**config.mk**
```make
export PLATFORM = sky130hd
export DESIGN_NAME = load_store_unit
export DESIGN_NICKNAME = d
export VERILOG_FILES = /design/src/rtl/lsu_pkg.sv /design/src/rtl/lsu_data_align.sv /design/src/rtl/load_store_unit.sv
export SDC_FILE = /design/constraint.sdc
export NUM_CORES = 1
export LEC_CHECK = 0
export ABC_AREA = 1
export BUFFER_PORTS_ARGS = -buffer_cell sky130_fd_sc_hd__buf_4
export CAP_MARGIN = 20
export CORE_MARGIN = 10
export CORE_UTILIZATION = 51
export CTS_BUF_LIST = sky130_fd_sc_hd__clkbuf_2 sky130_fd_sc_hd__clkbuf_4 sky130_fd_sc_hd__clkbuf_8
export DETAILED_ROUTE_END_ITERATION = 10
export PLACE_DENSITY = 0.9
export SYNTH_ARGS = -nofsm -noshare
export SYNTH_HDL_FRONTEND = slang
export SYNTH_HIERARCHICAL = 1
export SYNTH_SLANG_ARGS = --single-unit
```
**constraint.sdc**
```tcl
create_clock -name clk -period 1.87 [get_ports clk]
set_input_delay 0.374 -clock clk [delete_from_list [all_inputs] [get_ports clk]]
set_output_delay 0.374 -clock clk [all_outputs]
set_load 0.02 [all_outputs]
```
**src/rtl/lsu_pkg.sv**
```systemverilog
// Shared definitions for the load/store unit: funct3 codes, FSM states and
// the request legality check used at capture time.
`ifndef MEMORY_DEPTH
`define MEMORY_DEPTH 10
`endif
`ifndef MEMORY_COUNT
`define MEMORY_COUNT 1024
`endif

package lsu_pkg;

    localparam logic [2:0] F3_B  = 3'b000;
    localparam logic [2:0] F3_H  = 3'b001;
    localparam logic [2:0] F3_W  = 3'b010;
    localparam logic [2:0] F3_BU = 3'b100;
    localparam logic [2:0] F3_HU = 3'b101;

    localparam logic [1:0] WIDTH_WORD = 2'h3;

    typedef enum logic [1:0] {
        IDLE  = 2'd0,
        READ  = 2'd1,
        WRITE = 2'd2,
        RESP  = 2'd3
    } lsu_state_e;

    // Legal funct3 for the direction and natural alignment for the access size.
    function automatic logic lsu_request_ok(input logic write,
                                            input logic [2:0] funct3,
                                            input logic [1:0] offset);
        logic ok;
        ok = 1'b0;
        case (funct3)
            F3_B:    ok = 1'b1;
            F3_H:    ok = (offset[0] == 1'b0);
            F3_W:    ok = (offset == 2'b00);
            F3_BU:   ok = !write;
            F3_HU:   ok = !write && (offset[0] == 1'b0);
            default: ok = 1'b0;
        endcase
        return ok;
    endfunction

endpackage

```
**src/rtl/lsu_data_align.sv**
```systemverilog
// Combinational byte-lane logic: merges store data into a memory word and
// extracts/extends load data from it.
module lsu_data_align
    import lsu_pkg::*;
(
    input  logic [31:0] rword,
    input  logic [31:0] wdata,
    input  logic [2:0]  funct3,
    input  logic [1:0]  offset,
    output logic [31:0] merged,
    output logic [31:0] rdata
);

    logic [7:0]  byte_s;
    logic [15:0] half_s;

    // Store merge: overwrite only the addressed lane(s) of the old word.
    always_comb begin
        merged = rword;
        case (funct3)
            F3_B:    merged[{offset, 3'b000} +: 8]     = wdata[7:0];
            F3_H:    merged[{offset[1], 4'b0000} +: 16] = wdata[15:0];
            F3_W:    merged = wdata;
            default: merged = rword;
        endcase
    end

    // Load extract with sign or zero extension.
    always_comb begin
        byte_s = rword[{offset, 3'b000} +: 8];
        half_s = rword[{offset[1], 4'b0000} +: 16];
        case (funct3)
            F3_B:    rdata = {{24{byte_s[7]}}, byte_s};
            F3_BU:   rdata = {24'h000000, byte_s};
            F3_H:    rdata = {{16{half_s[15]}}, half_s};
            F3_HU:   rdata = {16'h0000, half_s};
            F3_W:    rdata = rword;
            default: rdata = 32'h0000_0000;
        endcase
    end

endmodule

```
**src/rtl/load_store_unit.sv**
```systemverilog
// RV32I load/store unit: byte-addressed core requests become word accesses,
// with read-modify-write for sub-word stores and a valid/ready response.
module load_store_unit
    import lsu_pkg::*;
#(
    parameter int ADDR_WIDTH = 32,
    parameter int MEM_DEPTH  = `MEMORY_DEPTH,
    parameter int MEM_COUNT  = `MEMORY_COUNT
) (
    input  logic                  clk,
    input  logic                  rst_n,
    input  logic                  req_valid,
    output logic                  req_ready,
    input  logic                  req_write,
    input  logic [2:0]            req_funct3,
    input  logic [ADDR_WIDTH-1:0] req_addr,
    input  logic [31:0]           req_wdata,
    output logic                  rsp_valid,
    input  logic                  rsp_ready,
    output logic [31:0]           rsp_rdata,
    output logic                  rsp_error,
    output logic [MEM_DEPTH-1:0]  memory_read_address,
    input  logic [31:0]           memory_read_data,
    output logic [MEM_DEPTH-1:0]  memory_write_address,
    output logic [31:0]           memory_write_data,
    output logic                  memory_write_enable,
    output logic [1:0]            memory_write_width
);

    lsu_state_e              state_r;
    logic                    write_r;
    logic [2:0]              funct3_r;
    logic [1:0]              offset_r;
    logic [31:0]             wdata_r;
    logic [ADDR_WIDTH-3:0]   req_word_s;
    logic                    req_error_s;
    logic [31:0]             merged_s;
    logic [31:0]             rdata_s;

    assign req_word_s         = req_addr[ADDR_WIDTH-1:2];
    assign memory_write_width = WIDTH_WORD;

    // Classify the incoming request; only meaningful when it is accepted.
    always_comb begin
        req_error_s = 1'b0;
        if (!lsu_request_ok(req_write, req_funct3, req_addr[1:0])) begin
            req_error_s = 1'b1;
        end else if (req_word_s >= (ADDR_WIDTH-2)'(MEM_COUNT)) begin
            req_error_s = 1'b1;
        end else begin
            req_error_s = 1'b0;
        end
    end

    // Memory read data feeds the aligner directly; results are registered
    // at the end of READ, so no separate copy of the read word is kept.
    lsu_data_align u_align (
        .rword  (memory_read_data),
        .wdata  (wdata_r),
        .funct3 (funct3_r),
        .offset (offset_r),
        .merged (merged_s),
        .rdata  (rdata_s)
    );

    // Transaction FSM with all core and memory outputs registered.
    always_ff @(posedge clk or negedge rst_n) begin
        if (!rst_n) begin
            state_r              <= IDLE;
            write_r              <= 1'b0;
            funct3_r             <= 3'b000;
            offset_r             <= 2'b00;
            wdata_r              <= 32'h0000_0000;
            req_ready            <= 1'b1;
            rsp_valid            <= 1'b0;
            rsp_rdata            <= 32'h0000_0000;
            rsp_error            <= 1'b0;
            memory_read_address  <= '0;
            memory_write_address <= '0;
            memory_write_data    <= 32'h0000_0000;
            memory_write_enable  <= 1'b0;
        end else begin
            case (state_r)
                IDLE: begin
                    if (req_valid && req_ready) begin
                        write_r   <= req_write;
                        funct3_r  <= req_funct3;
                        offset_r  <= req_addr[1:0];
                        wdata_r   <= req_wdata;
                        req_ready <= 1'b0;
                        if (req_error_s) begin
                            state_r   <= RESP;
                            rsp_valid <= 1'b1;
                            rsp_error <= 1'b1;
                            rsp_rdata <= 32'h0000_0000;
                        end else begin
                            state_r             <= READ;
                            memory_read_address <= req_addr[MEM_DEPTH+1:2];
                        end
                    end else begin
                        state_r <= IDLE;
                    end
                end
                READ: begin
                    if (write_r) begin
                        state_r              <= WRITE;
                        memory_write_enable  <= 1'b1;
                        memory_write_address <= memory_read_address;
                        memory_write_data    <= merged_s;
                    end else begin
                        state_r   <= RESP;
                        rsp_valid <= 1'b1;
                        rsp_error <= 1'b0;
                        rsp_rdata <= rdata_s;
                    end
                end
                WRITE: begin
                    state_r             <= RESP;
                    memory_write_enable <= 1'b0;
                    rsp_valid           <= 1'b1;
                    rsp_error           <= 1'b0;
                    rsp_rdata           <= 32'h0000_0000;
                end
                RESP: begin
                    if (rsp_ready) begin
                        state_r   <= IDLE;
                        rsp_valid <= 1'b0;
                        rsp_error <= 1'b0;
                        rsp_rdata <= 32'h0000_0000;
                        req_ready <= 1'b1;
                    end else begin
                        state_r <= RESP;
                    end
                end
                default: begin
                    state_r             <= IDLE;
                    req_ready           <= 1'b1;
                    rsp_valid           <= 1'b0;
                    memory_write_enable <= 1'b0;
                end
            endcase
        end
    end

endmodule

```
==> qor.txt <==
Finished Cell Area -> 0.0105 mm^2
reg2reg start -> offset_r[1]
Multi-input gate area -> 0.00419 mm^2
Post-synth ARST share -> 100%
Register Area -> 0.00321 mm^2
Crit-path slowest cell -> dfrtp_2
IR drop worst, VDD -> 0.683 mV
htree depth -> 4
DRC -> 0
Row Count -> 46
TritonCTS sink count -> 128
Reg clk slew, reported paths -> 0.08 ns
Critical Path RT -> 2.21 ns
gp weighted congestion -> 0.938
fin crit period -> 1.80 ns
layout filler cell count -> 1,449
die area -> 0.0218 mm^2
Synth Instances -> 1,290
clock power share -> 14.1%
sequential area share after synthesis -> 38.6%
top cell type's share of synthesized area -> 38.3%
max incr delay on CP -> 0.47 ns
PortBufs -> 191
count of cell types in the netlist -> 27
Syn. warnings -> 6
cell mode on critical path -> nand2_1
hold path endpoint -> wdata_r[16]
leading area contributor after synthesis -> dfrtp_1
HPWL Detailed -> 20,200 um
top cells by area, synth -> dfrtp_1, nand2_1, nor2_1, inv_1, mux2_2
crit path DAT -> 2.14 ns
Crit. Startpoint -> offset_r[1]
mux cell area share after synthesis -> 4.34%
number of synthesized flops with an enable pin -> 0
CP Max Fanout -> 10
leakage -> 0.00587 uW
CTS root buf -> clkbuf_8
All-Layer GR Usage -> 24.1%
XOR/XNOR Fraction of Synth Area -> 0%
max-slew violation count -> 0
Tcrit/Tclk final -> 96.5%
Chip Height -> 148 um
hold depth -> 3
DR WL/cell -> 15.6 um
CTS tree -> built
Worst setup EP type -> flip-flop
run status -> finished clean
Post-Route Setup TNS -> 0 ns
nets -> 1,573
number of max-cap violations -> 0
Seq cells post-synth -> 128
HP Start -> req_wdata[16]
total internal power -> 8960 uW
mapped cell area -> 0.00831 mm^2
Hold WC Path Type -> in2reg
DRT Wirelength -> 26,400 um
placed cell area -> 0.00996 mm^2
sequential share of power -> 27.5%
Max clock buf depth -> 2
first-pass GRT wire length -> 42,800 um
Gate power share -> 58.3%
top cells by count, synth -> nand2_1, nor2_1, inv_1, dfrtp_1, nand4_1
number of global-route vias before repair -> 8,515
count leader, synth -> nand2_1
Post-Synth Simple-Gate Area -> 40.8%
reg2reg setup slack -> 0.07 ns
Worst Max-Slew Pin Slew -> 0.901 ns
syn_area_per_cell -> 6.44 um^2
share of post-route cells with drive strength above 1 -> 21.7%
Critical Path Source Type -> flip-flop
main combinational cell family by area after synthesis -> simple AND/OR/NAND/NOR gates
CORE AREA -> 0.0159 mm^2
Layout area overhead -> 25.9%
Final Core Density -> 65.6%
kind of critical path -> reg2reg
Fin. Hold Viols -> 0
worst r2r dst -> memory_write_data[17]
initial antenna violation count -> 0
P_sw -> 8410 uW
I/O pin count -> 194
via count of the routed design -> 8,735
Starting Density -> 52.1%
Synth Area in Compound Gates -> 4.10%
DRT antenna net count -> 0
FMAX -> 554 MHz
grt ovf -> 0
clk_skew -> 0.00864 ns
first drt pass iteration count -> 5
Max-slew headroom -> 39.9%
Initial DRC Count -> 732
Die Wd -> 148 um
Num CTS Buffers -> 17
vias per std cell -> 5.16
ys flop type -> dfrtp_1
worst path cell trace -> inv_4 > ha_2 > inv_4 > nor2_2 > nand2_1 > nand2_1 > nand2_1 > nand3_1 > mux2_2
Register-to-Register Path Depth -> 9
pin count of the biggest net entering global routing -> 49
Cell Pwr Density -> 1660 mW/mm^2
Post-Synth Adder-Cell Area -> 0.753%
final setup vio count -> 0
RSZ-0062 raised after global routing -> yes
switching share of total power -> 48.4%
Skew-Pair Late Insertion Delay -> 0.45 ns
[critical path, delay by kind of cell, from the launching register on]
| kind | cells | cell delay (ns) |
|---|---|---|
| DFF | 1 | 0.47 |
| and+or+nand+nor | 5 | 0.38 |
| adders and majority gates | 1 | 0.30 |
| muxes | 1 | 0.27 |
| buffers and inverters | 2 | 0.26 |
[final cells by class]
type | count | share of cell area (%)
clock inverter | 14 | 1.50
antenna | 1 | 0.0239
clock buffer | 18 | 2.37
timing repair buffer | 227 | 17.4
tap | 216 | 2.58
inverter | 148 | 5.40
multi-input combinational | 942 | 40.1
sequential | 128 | 30.6
[worst max-delay path by stage]
| stage | to | slack [ns] | cells after the start |
|---|---|---|---|
| after CTS | memory_write_data[4] | 0.03 | 8 |
| final | memory_write_data[17] | 0.07 | 9 |
| after global routing | rsp_rdata[30] | -0.03 | 11 |
| after detailed placement | memory_write_data[11] | 0.02 | 9 |
| after global placement | memory_write_data[11] | 0.05 | 9 |
| after floorplan | memory_write_data[6] | -0.02 | 10 |
[metrics by stage]
| step | cells | worst slack, ns | hold slack [ns] | power (uW) |
|---|---|---|---|---|
| 2_1_floorplan | 1291 | -0.0179 | 0.0784 | 11300 |
| 3_3_place_gp | 1658 | 0.0475 | 0.258 | 14400 |
| 3_5_place_dp | 1658 | 0.0178 | 0.261 | 14700 |
| 4_1_cts | 1693 | 0.0301 | 0.0943 | 17200 |
| 5_1_grt | 1693 | -0.0307 | 0.109 | 18800 |
| 6_report | 1694 | 0.0657 | 0.117 | 17400 |
[sequential cells by signal, indices dropped and copies added (netlist names)]
| register | count |
|---|---|
| memory_write_data | 32 |
| rsp_rdata | 32 |
| wdata_r | 32 |
| memory_read_address | 10 |
| memory_write_address | 10 |
| funct3_r | 3 |
| offset_r | 2 |
| state_r | 2 |
| memory_write_enable | 1 |
| req_ready | 1 |
| rsp_error | 1 |
| rsp_valid | 1 |
| write_r | 1 |
[what timing repair did]
item | CTS | global route
setup buffers | 2 | 0
resized for setup | 1 | 19
hold endpoints to repair | 12 | 0
setup endpoints to repair | 1 | 60
hold buffers | 1 | 0
[logic make-up (layout without fill, tap and decap cells)]
family | Yosys count | after routing
other cells | 1 | 3
compound gates | 62 | 62
flops | 128 | 128
buf+inv | 221 | 407
fa+ha+maj | 5 | 5
mux | 32 | 32
simple gates | 841 | 841
[placed cells by master, fill, tap and decap left out, types with 2 or more instances in the layout]
cell type	instances
nand2_1	481
nor2_1	260
buf_4	216
inv_1	138
dfrtp_1	126
nand4_1	49
o21ai_0	35
nand3_1	35
mux2_2	32
clkbuf_8	18
a21oi_1	13
buf_12	8
o211ai_1	7
nor2_2	6
inv_2	6
clkinv_4	6
nand2_2	3
inv_6	3
o21ai_1	3
and2_1	2
nand3_4	2
conb_1	2
clkinv_2	2
bufinv_16	2
clkinvlp_4	2
inv_4	2
o21ai_2	2
nand3_2	2
ha_2	2
ha_1	2
[routing by layer]
| layer | wire length [um] | GRT usage, % |
|---|---|---|
| met5 | 0 | 0 |
| met4 | 705 | 8.37 |
| met3 | 2210 | 5.98 |
| met2 | 12800 | 40.8 |
| met1 | 10700 | 29.1 |
[power by group through the flow]
stage                     sequential (uW)  combinational, uW  clock (uW)
after floorplan                      5490               5760           0
after global placement               4740               9670           0
after detailed placement             4790               9880           0
after CTS                            4750               9960        2490
after global routing                 4920              11300        2620
final                                4780              10100        2460
Note: power is estimated with default switching activity, not from simulation.
